**config.mk**
```make
export PLATFORM = sky130hd
export DESIGN_NAME = exception_sequencer
export DESIGN_NICKNAME = d
export VERILOG_FILES = /design/src/rtl/exc_pkg.sv /design/src/rtl/exc_wait_counter.sv /design/src/rtl/exception_sequencer.sv
export SDC_FILE = /design/constraint.sdc
export NUM_CORES = 1
export LEC_CHECK = 0
export CORE_UTILIZATION = 34
export DETAILED_ROUTE_END_ITERATION = 12
export GPL_TIMING_DRIVEN = 0
export PLACE_DENSITY_LB_ADDON = 0.25
export SLEW_MARGIN = 20
export SYNTH_ARGS = -nofsm -noshare
export SYNTH_HDL_FRONTEND = slang
export SYNTH_HIERARCHICAL = 1
export SYNTH_SLANG_ARGS = --single-unit
export TNS_END_PERCENT = 100
```
**constraint.sdc**
```tcl
create_clock -name clk -period 2.68 [get_ports clk]
set_clock_uncertainty 0.15 [all_clocks]
set_input_delay 0.536 -clock clk [delete_from_list [all_inputs] [get_ports clk]]
set_output_delay 0.536 -clock clk [all_outputs]
set_load 0.005 [all_outputs]
```
**src/rtl/exc_pkg.sv**
```systemverilog
// Shared definitions for the exception sequencer: FSM states, cause codes and
// the handler vector locations also used by exception_handler.
package exc_pkg;

  typedef enum logic [2:0] {
    ST_IDLE    = 3'd0,
    ST_SAVE    = 3'd1,
    ST_FETCH   = 3'd2,
    ST_LOAD    = 3'd3,
    ST_RESTORE = 3'd4
  } state_t;

  localparam logic [1:0] EXC_OPCODE = 2'b00;
  localparam logic [1:0] EXC_OVF    = 2'b01;
  localparam logic [1:0] EXC_DIV0   = 2'b10;

  localparam logic [31:0] VEC_OPCODE = 32'd253;
  localparam logic [31:0] VEC_OVF    = 32'd254;
  localparam logic [31:0] VEC_DIV0   = 32'd255;

  // Fixed priority when several flags are raised together: opcode > ovf > div0.
  function automatic logic [1:0] pick_cause(input logic op, input logic ovf);
    if (op)       return EXC_OPCODE;
    else if (ovf) return EXC_OVF;
    else          return EXC_DIV0;
  endfunction

endpackage

```
**src/rtl/exc_wait_counter.sv**
```systemverilog
// Loadable down-counter with a zero flag; times the memory wait in FETCH.
module exc_wait_counter #(
  parameter int W = 1
) (
  input  logic         clk,
  input  logic         reset,
  input  logic         load_i,
  input  logic [W-1:0] load_val_i,
  input  logic         dec_i,
  output logic         zero_o
);

  logic [W-1:0] count_q;

  always_ff @(posedge clk or posedge reset) begin
    if (reset) begin
      count_q <= '0;
    end else if (load_i) begin
      count_q <= load_val_i;
    end else if (dec_i && (count_q != '0)) begin
      count_q <= count_q - 1'b1;
    end
  end

  assign zero_o = (count_q == '0);

endmodule

```
**src/rtl/exception_sequencer.sv**
```systemverilog
// Multicycle exception entry / return-from-exception sequencer.
// Optional status outputs (cause_q, exc_count) are built when EXC_STATUS_EN is defined.
module exception_sequencer
  import exc_pkg::*;
#(
  parameter int          MEM_WAIT   = 2,
  parameter logic [31:0] EPC_OFFSET = 32'd4
) (
  input  logic        clk,
  input  logic        reset,
  input  logic        exc_opcode,
  input  logic        exc_ovf,
  input  logic        exc_div0,
  input  logic        rte_req,
  input  logic [31:0] old_pc,
  input  logic [31:0] vec_addr,
  input  logic [7:0]  mem_byte,
  output logic [1:0]  ec_control,
  output logic        mem_read,
  output logic [31:0] mem_addr,
  output logic        epc_write,
  output logic [31:0] epc_data,
  output logic        pc_write,
  output logic [31:0] pc_next,
  output logic        busy
`ifdef EXC_STATUS_EN
  ,
  output logic [1:0]  cause_q,
  output logic [7:0]  exc_count
`endif
);

  localparam int CW = (MEM_WAIT > 1) ? $clog2(MEM_WAIT) : 1;
  localparam logic [CW-1:0] WAIT_LOAD = CW'(MEM_WAIT - 1);

  state_t      state_q;
  logic [1:0]  cur_cause_q;
  logic [31:0] epc_q;
  logic [7:0]  vec_q;
  logic        wait_zero;
  logic        any_exc;

  assign any_exc = exc_opcode | exc_ovf | exc_div0;

  exc_wait_counter #(.W(CW)) u_wait (
    .clk        (clk),
    .reset      (reset),
    .load_i     (state_q == ST_SAVE),
    .load_val_i (WAIT_LOAD),
    .dec_i      (state_q == ST_FETCH),
    .zero_o     (wait_zero)
  );

  // Requests are only looked at in IDLE; anything arriving while busy is dropped.
  always_ff @(posedge clk or posedge reset) begin
    if (reset) begin
      state_q     <= ST_IDLE;
      cur_cause_q <= EXC_OPCODE;
      epc_q       <= '0;
      vec_q       <= '0;
    end else begin
      case (state_q)
        ST_IDLE: begin
          if (any_exc) begin
            cur_cause_q <= pick_cause(exc_opcode, exc_ovf);
            state_q     <= ST_SAVE;
          end else if (rte_req) begin
            state_q <= ST_RESTORE;
          end
        end
        ST_SAVE: begin
          epc_q   <= old_pc - EPC_OFFSET;
          state_q <= ST_FETCH;
        end
        ST_FETCH: begin
          if (wait_zero) begin
            vec_q   <= mem_byte;
            state_q <= ST_LOAD;
          end
        end
        ST_LOAD:    state_q <= ST_IDLE;
        ST_RESTORE: state_q <= ST_IDLE;
        default:    state_q <= ST_IDLE;
      endcase
    end
  end

`ifdef EXC_STATUS_EN
  logic [7:0] exc_count_q;

  always_ff @(posedge clk or posedge reset) begin
    if (reset) begin
      exc_count_q <= '0;
    end else if ((state_q == ST_IDLE) && any_exc && (exc_count_q != 8'hFF)) begin
      exc_count_q <= exc_count_q + 8'd1;
    end
  end

  assign cause_q   = cur_cause_q;
  assign exc_count = exc_count_q;
`endif

  always_comb begin
    ec_control = 2'b00;
    mem_read   = 1'b0;
    mem_addr   = '0;
    epc_write  = 1'b0;
    epc_data   = '0;
    pc_write   = 1'b0;
    pc_next    = '0;
    busy       = (state_q != ST_IDLE);
    case (state_q)
      ST_SAVE: begin
        ec_control = cur_cause_q;
        epc_write  = 1'b1;
        epc_data   = old_pc - EPC_OFFSET;
      end
      ST_FETCH: begin
        ec_control = cur_cause_q;
        mem_read   = 1'b1;
        mem_addr   = vec_addr;
      end
      ST_LOAD: begin
        ec_control = cur_cause_q;
        pc_write   = 1'b1;
        pc_next    = {24'b0, vec_q};
      end
      ST_RESTORE: begin
        pc_write = 1'b1;
        pc_next  = epc_q;
      end
      default: ;
    endcase
  end

endmodule

```
# [Yosys cells after proc, flatten, opt, wreduce, memory -nomap -nowiden]
# Cells that the tools add are included.
[totals] ram_bits=0 memories=0 out_inout_bits=102 input_bits=78 ff_bits=46 latchBits=0 romBits=0
[classes] shifts=0 order_cmp=0 eq_ne=6 mux=15 n_div=0 multipliers=0 bitwise=3 addsub=2 reduce_logical=9
[op_table] op="2-to-1 mux 32 bit" n=2
[op_table] op="one-hot mux 32 bit (2 select lines)" n=1
[op_table] op="subtractor 32 x 3 -> 32 bit (second input constant)" n=1
[op_table] op="2-to-1 mux 3 bit" n=3
[op_table] op="one-hot mux 3 bit (3 select lines)" n=1
[op_table] op="equality test 3 x 2 -> 1 bit (second input constant)" n=2
[op_table] op="2-to-1 mux 2 bit" n=3
[op_table] op="AND reduction 2 bit" n=3
[op_table] op="2-to-1 mux 1 bit" n=5
[op_table] op="equality test 3 x 1 -> 1 bit (second input constant)" n=1
[op_table] op="equality test 3 bit (second input constant)" n=1
[op_table] op="logical NOT 3 bit" n=1
[op_table] op="inequality test 3 bit (second input constant)" n=1
[op_table] op="nonzero test 3 bit" n=1
[op_table] op="OR reduction 3 bit" n=1
[op_table] op="inequality test 2 bit (second input constant)" n=1
[op_table] op="bitwise OR 1 bit" n=2
[op_table] op="nonzero test 2 bit" n=1
[op_table] op="OR reduction 2 bit" n=1
[op_table] op="logical AND 1 bit" n=1
[op_table] op="NOT 1 bit" n=1
[op_table] op="subtractor 1 bit (second input constant)" n=1

# [Depth between registers and ports, before layout]
# Gate-level depths: netlist (run 1).
[logic_depth] ltp_word=4 mapped_depth=7 ltp_nobuf=7

# [By module]
# Netlist (run 1), hierarchy kept.
[by_module_without_submodules] module="exception_sequencer" area_per_inst_um2=2829.0 instances=1 cells_per_inst=327
[by_module_without_submodules] module="exc_wait_counter" area_per_inst_um2=48.8 instances=1 cells_per_inst=5

# [Worst setup path before layout (run 1)]
# Ideal clock, no wire load.
[synth_path] path_type="input port to output port" start="input old_pc[2]" end="output epc_data[12]" setup_slack_ps=-92 path_stages=7 required_time_ps=1994 arrival_ps=2086 cell_sequence="inv_1 -> ha_1 -> nor3b_1 -> nand2_1 -> or4_1 -> xor2_1 -> nor2_1"
[synth_between] elab_chain_len=2
[synth_lines] element="from (decl)" line_no="exception_sequencer.sv:15" source="input logic [31:0] old_pc,"
[synth_lines] element="subtractor 32 x 3 -> 32 bit" line_no="exception_sequencer.sv:116" source="epc_data = old_pc - EPC_OFFSET;"
[synth_lines] element="2-to-1 mux 32 bit" line_no="exception_sequencer.sv:112" source="case (state_q)"
[synth_lines] element="to (decl)" line_no="exception_sequencer.sv:22" source="output logic [31:0] epc_data,"
# Every way passes these cells.

# [Worst setup path after layout (run 1)]
[layout_path] start="input old_pc[5]" end="output epc_data[15]"
# Same word-level chain as after synthesis.

==> run metrics, run 1 <==
violated checks=negative setup slack; GPL Wtd Cong=0.875; share of power burned in registers=30.6%; drt first pass iters=5; CTS Buffer Depth=2; Placement Setup Slack=-1.21 ns; Fin Setup TNS=-4.58 ns; I/O Buffers=179; area leader, netlist=dfrtp_1; Post-Synth Simple-Gate Area=33.7%; post-synthesis mux area share=3.13%; Die Ht=94 um; Slew HR=63.4%; Worst-Margin Slew=0.549 ns; clk_lat worst skew=0.29 ns; R2R Path Start=state_q[0]; share of cells above drive strength 1=42.0%; Post-Syn Area per Cell=8.67 um^2; sequential share of the synthesized area=40.0%; Setup-failing EPs final=22; Worst Path Required=1.99 ns; RSZ-0062 raised after global routing=yes; number of distinct library cells after synthesis=43; Combinational Power Share=56.9%; Ports=180; register area=1150 um^2; VDD IR max=0.305 mV; Leak Pwr=0.00340 uW; CP endpoint kind=output pin; Final Hold Vio Count=0; Syn Inst Count=332; syn_nets=411; register bit total from synthesis=46; WL per Instance=19.9 um; Cell Rows=33; width of the die=94 um; Synth Area in XOR/XNOR=7.30%; largest family of logic cells by synthesized area=simple AND/OR/NAND/NOR gates; antenna fix cells=0; clock share of power=12.5%; post-layout util=77.0%; Max-cap violations=0; status=complete, but fails checks; initial antenna violation count=0; final worst slack=-0.421 ns; Critical Path Start Type=input port; GRT Total Usage=29.8%; core area=8220 um^2; adder-cell share of the synthesized area=0.435%; Num CTS Buffers=5; clk sinks=46; Final ANT Viol Nets=0; die area=8840 um^2; period utilisation layout=116%; pwr dens=655 nW/um^2; switching share of power=38.3%; aggregate global routing overflow=0; H-tree lvl count=2; Filler Cell Count=496; crit path from=old_pc[5]; Area after DPL=4830 um^2; Final Max Slew Viols=0; Worst-path clk slew=0.09 ns; Non-Filler Instances=719; Hold-fix buffers, CTS=0; Int Pwr=2560 uW; Post-layout nets=692; yosys warns=6; crit-path max FO=5; Switch Pwr=1590 uW; vias in the first global route=3743; initial core utilization=35.0%; largest net degree at the start of global routing=24; Hold WC Path Type=in2async; first-pass GRT wire length=19900 um; critical path class=in2out; Max Freq=322 MHz; initial DRC count=266; routed vias=3858; CTS tree=done; routed wire length=14300 um; Via-to-Cell Ratio=5.37; dpl cells=617; hpwl dp=7940 um; # DRC=0; dominant cells by area after synthesis=dfrtp_1, and2_1, and3_1; crit path DAT=2.41 ns; Period minus WS final=3.10 ns; post-synth design cell area=2880 um^2; clock root buffer=clkbuf_8; final instance area=6320 um^2; synthesis-to-layout area growth=120%; Compound-Gate Fraction of Synth Area=11.4%; multi-input combinational cell area=2230 um^2; post-synth top area share=40.0%
final cells by class:
class	count	share of cell area [%]
repair buffers	276	39.8
multi-input cells	258	35.2
flip-flops and latches	46	18.3
plain buffers	18	2.35
well taps	105	2.08
clock buffers	6	1.15
clock inverters	2	0.594
inverters	8	0.554
through the flow:
| step | power (uW) | hold WS, ns |
|---|---|---|
| after floorplan | 2170 | 0.115 |
| final | 4140 | 0.264 |
| after CTS | 3940 | 0.260 |
| after global placement | 3210 | 0.303 |
| after detailed placement | 3270 | 0.311 |
| after global routing | 4410 | 0.282 |
cells by family (layout without fill, tap and decap cells):
kind of cell               Yosys count  in the layout
adders and majority gates            1              1
DFF                                 46             46
and+or+nand+nor                    174            174
AOI/OAI and AO/OA                   50             50
other                                1              1
buffers and inverters               28            310
xor gates and xnor gates            24             24
muxes                                8              8
cells in the mapped netlist (all sizes together):
cell,count
dfrtp,46
nor2,40
and2,34
nand2,28
and3,27
o21ai,21
xnor2,19
clkbuf,18
a21o,12
nor3,12
a22o,8
inv,8
mux2,8
nor4,8
a21oi,5
xor2,5
nor3b,4
or3,4
or4,4
nand3,3
or2,3
buf,2
nand4b,2
o31ai,2
a32o,1
conb,1
ha,1
nand2b,1
nand4,1
nor4b,1
o311ai,1
or2b,1
or4b,1
registers in the layout, summed over array words and instances (netlist names):
register        flops
epc_q              32
vec_q               8
state_q             3
cur_cause_q         2
u_wait/count_q      1
repair_timing:
item,4_1_cts,5_1_grt
gates cloned,1,0
pin swaps,63,42
buffers inserted,83,19
endpoints found under the setup margin,99,64
resized for setup,364,81
final timing paths:
kind	to	cells past startpoint	slack, ns
max reg2reg	vec_q[5]	5	0.58
min	u_wait/count_q	2	0.26
min reg2reg	epc_q[25]	2	0.33
max	epc_data[15]	10	-0.42
max in group asynchronous	state_q[1]	3	1.40
min in group clk	epc_q[25]	2	0.33
layer usage:
layer  vias up  wire length, um  global-route usage [%]  part of all wire (%)
li1       1703                -                       -                     -
met1      1860             5180                    35.1                    36
met2       251             7460                    54.6                    52
met3        44             1230                    4.61                   8.6
met4         0              466                    10.1                   3.3
met5         -                0                       0                     0
power by group through the flow:
stage               Clock, uW  Combinational, uW  Sequential, uW
floorplan                   0               1010            1160
global placement            0               2010            1200
detailed placement          0               2050            1220
CTS                       528               2180            1240
global route              556               2560            1300
finish                    520               2360            1270
critical path: stages:
cell and delay (ns):
buf_8 0.10, or4_4 0.56, nand2b_4 0.20, buf_12 0.14, buf_16 0.13, buf_6 0.11, nor4_4 0.18, xnor2_2 0.19
nor2_1 0.10, buf_2 0.16
cells in the final DEF (no fill, tap or decap), types with 16 or more instances in the layout:
cell type,Yosys,layout
buf_4,0,76
buf_6,1,25
buf_2,0,28
and2_1,34,33
and3_1,27,26
clkdlybuf4s50_1,0,78
dfrtp_1,46,43
nand2_1,28,24
nor2_1,40,27
xnor2_2,0,16
dlygate4sd2_1,0,39
Power figures use the tool's default switching activity.
==> run 2: changes to the inputs <==
--- a/config.mk
+++ b/config.mk
@@ -5,7 +5,7 @@
 export SDC_FILE = /design/constraint.sdc
 export NUM_CORES = 1
 export LEC_CHECK = 0
-export CORE_UTILIZATION = 34
+export CORE_UTILIZATION = 40
 export DETAILED_ROUTE_END_ITERATION = 12
 export GPL_TIMING_DRIVEN = 0
 export PLACE_DENSITY_LB_ADDON = 0.25
==> constraint.sdc (replaced) <==
create_clock -name clk -period 3.9 [get_ports clk]
set_clock_uncertainty 0.15 [all_clocks]
set_input_delay 0.78 -clock clk [delete_from_list [all_inputs] [get_ports clk]]
set_output_delay 0.78 -clock clk [all_outputs]
set_load 0.005 [all_outputs]
==> run metrics, run 2 (synthesized netlist as in run 1, its figures left out) <==
crit path cell chain=dlygate4sd2_1 > or4_4 > nand2b_4 > buf_8 > buf_4 > nor3_2 > xnor2_1 > nor2_1 > dlygate4sd2_1; Setup-failing EPs final=3 (-86%); CTS tree=done; routed wire length=12700 um (-11%); most frequent cell on the critical path=dlygate4sd2_1; initial antenna violation count=1 (+1); first-pass GRT wire length=16800 um (-16%); crit path DAT=3.07 ns (+0.66 ns); Worst-Margin Slew=0.776 ns (+0.228 ns); core area=6870 um^2 (-16%); period utilisation layout=102%; switching share of power=37.8% (-0.44 points); Die Ht=86.8 um (-7.6%); # DRC=0 (unchanged); routed vias=3584 (-7.1%); GRT Total Usage=29.1% (-0.73 points); Ports=180 (unchanged); H-tree lvl count=2 (unchanged); clk_lat worst skew=0.30 ns (about the same); Crit-path slowest cell=or4_4; commonest cells after routing, fill and taps aside=clkdlybuf4s50_1, dfrtp_1, nor2_1; VDD IR max=0.219 mV (-28%); Largest Register=epc_q; Critical Path Start Type=input port; Hold WC Path Type=reg2reg; Final Hold Vio Count=0 (unchanged); final worst slack=-0.0965 ns (+0.324 ns); pwr dens=484 nW/um^2 (-26%); Num CTS Buffers=5 (unchanged); Combinational Power Share=55.0% (-1.9 points); hpwl dp=7720 um (-2.7%); kind of cell adding the most delay to the critical path=simple AND/OR/NAND/NOR gates; share of cells above drive strength 1=18.0% (-24 points); Worst path max stage delay=0.59 ns (+0.03 ns); Cell Rows=30 (-9.1%); max reg flops=32 (unchanged); biggest regs=epc_q (32), vec_q (8), state_q (3); Placement Setup Slack=-0.678 ns (+0.532 ns); Slew HR=48.1% (-15 points); Worst Path Required=2.97 ns (+0.98 ns); CP endpoint kind=output pin; clock root buffer=clkbuf_8; critical path class=in2out; status=complete, but fails checks; CP Buf/Inv Count=4 (-1); Filler Cell Count=447 (-9.9%); largest net degree at the start of global routing=26 (+8.3%); Hold-fix buffers, CTS=0 (unchanged); Non-Filler Instances=653 (-9.2%); clk sinks=46 (unchanged); width of the die=86.8 um (-7.6%); WL per Instance=19.4 um (-2.4%); initial DRC count=188 (-29%); drt first pass iters=5 (unchanged); crit-path max FO=8 (+3); share of power burned in registers=31.5% (+0.9 points); GPL Wtd Cong=0.861 (-1.7%); violated checks=negative setup slack; Switch Pwr=1010 uW (-36%); vias in the first global route=3426 (-8.5%); CTS Buffer Depth=2 (unchanged); Leak Pwr=0.00261 uW (-23%); synthesis-to-layout area growth=91.7%; Post-layout nets=634 (-8.4%); Via-to-Cell Ratio=5.49 (+2.3%); Final ANT Viol Nets=0 (unchanged); die area=7540 um^2 (-15%); dpl cells=608 (-1.5%); initial core utilization=41.9% (+6.9 points); Worst-path clk slew=0.09 ns (about the same); commonest non-fill, non-tap cell in the layout=clkdlybuf4s50_1; Max-cap violations=0 (unchanged); I/O Buffers=179 (unchanged); Fin Setup TNS=-0.119 ns (+4.46 ns); aggregate global routing overflow=0 (unchanged); Final Max Slew Viols=0 (unchanged); Period minus WS final=4.00 ns; Int Pwr=1660 uW (-35%); Max Freq=250 MHz; clock share of power=13.5% (+1.0 points)
## run 2: cell count changes in the layout (fill, tap and decap cells not counted), sizes merged
cell	change
clkinvlp	+1
buf	-103
clkdlybuf4s50	+64
clkdlybuf4s15	-2
clkbuf	-1
diode	+1
dlygate4sd2	-17
## run 2: worst reg2reg max path, cell delays in order, from the launching register on
cell	delay, ns
dfrtp_1	0.36
clkbuf_1	0.18
nor3b_1	0.69
and2_1	0.22
clkbuf_1	0.37
mux2_2	0.40
## run 2: metrics by stage
stage	area, um^2	util, %	hold WS, ns	power, uW
global placement	4790	69.7	0.301	2200
floorplan	2880	-	0.291	1490
detailed placement	4810	70.0	0.312	2250
global route	5520	80.3	0.356	2840
finish	5520	80.3	0.327	2670
CTS	5280	76.8	0.331	2610
## run 2: timing repair
action | 4_1_cts | 5_1_grt
pin swaps | 19 | 14
buffers inserted | 20 | 16
gates resized for setup | 66 | 30
setup endpoints to repair | 24 | 15
## run 2: final cells by class
type,instances,area (um^2),area share (%)
Timing Repair Buffer,216,2100,38.0
Multi-Input combinational cell,258,1910,34.7
Sequential cell,46,1150,20.9
Tap cell,96,120,2.18
Buffer,20,86.3,1.56
Clock buffer,5,68.8,1.25
Clock inverter,3,45.0,0.816
Inverter,8,30.0,0.544
Antenna cell,1,2.50,0.0454
## run 2: power by group through the flow
stage                     Clock [uW]  Sequential (uW)  Combinational [uW]
after floorplan                    0              798                 691
after global routing             383              869                1590
after detailed placement           0              841                1410
final                            361              842                1470
after global placement             0              825                1370
after CTS                        366              829                1410
## run 2: layer usage
layer  global-route usage [%]  share of wire (%)  vias up
met2                     53.3                 52      231
met4                     13.6                5.5        0
met1                     32.2                 34     1702
met3                     5.52                8.0       57
met5                        0                  0        -
li1                         -                  -     1594
## run 2: path summary, 6_finish.rpt
path                             from        endpoint  slack, ns  cells past startpoint
min reg2reg                 epc_q[24]       epc_q[24]       0.33                      2
max reg2reg                state_q[0]        vec_q[4]       1.43                      5
max in group asynchronous       reset       epc_q[28]       2.43                      3
min                         epc_q[24]       epc_q[24]       0.33                      2
min in group asynchronous       reset  u_wait/count_q       0.51                      2
max                         old_pc[5]    epc_data[19]       -0.1                      9
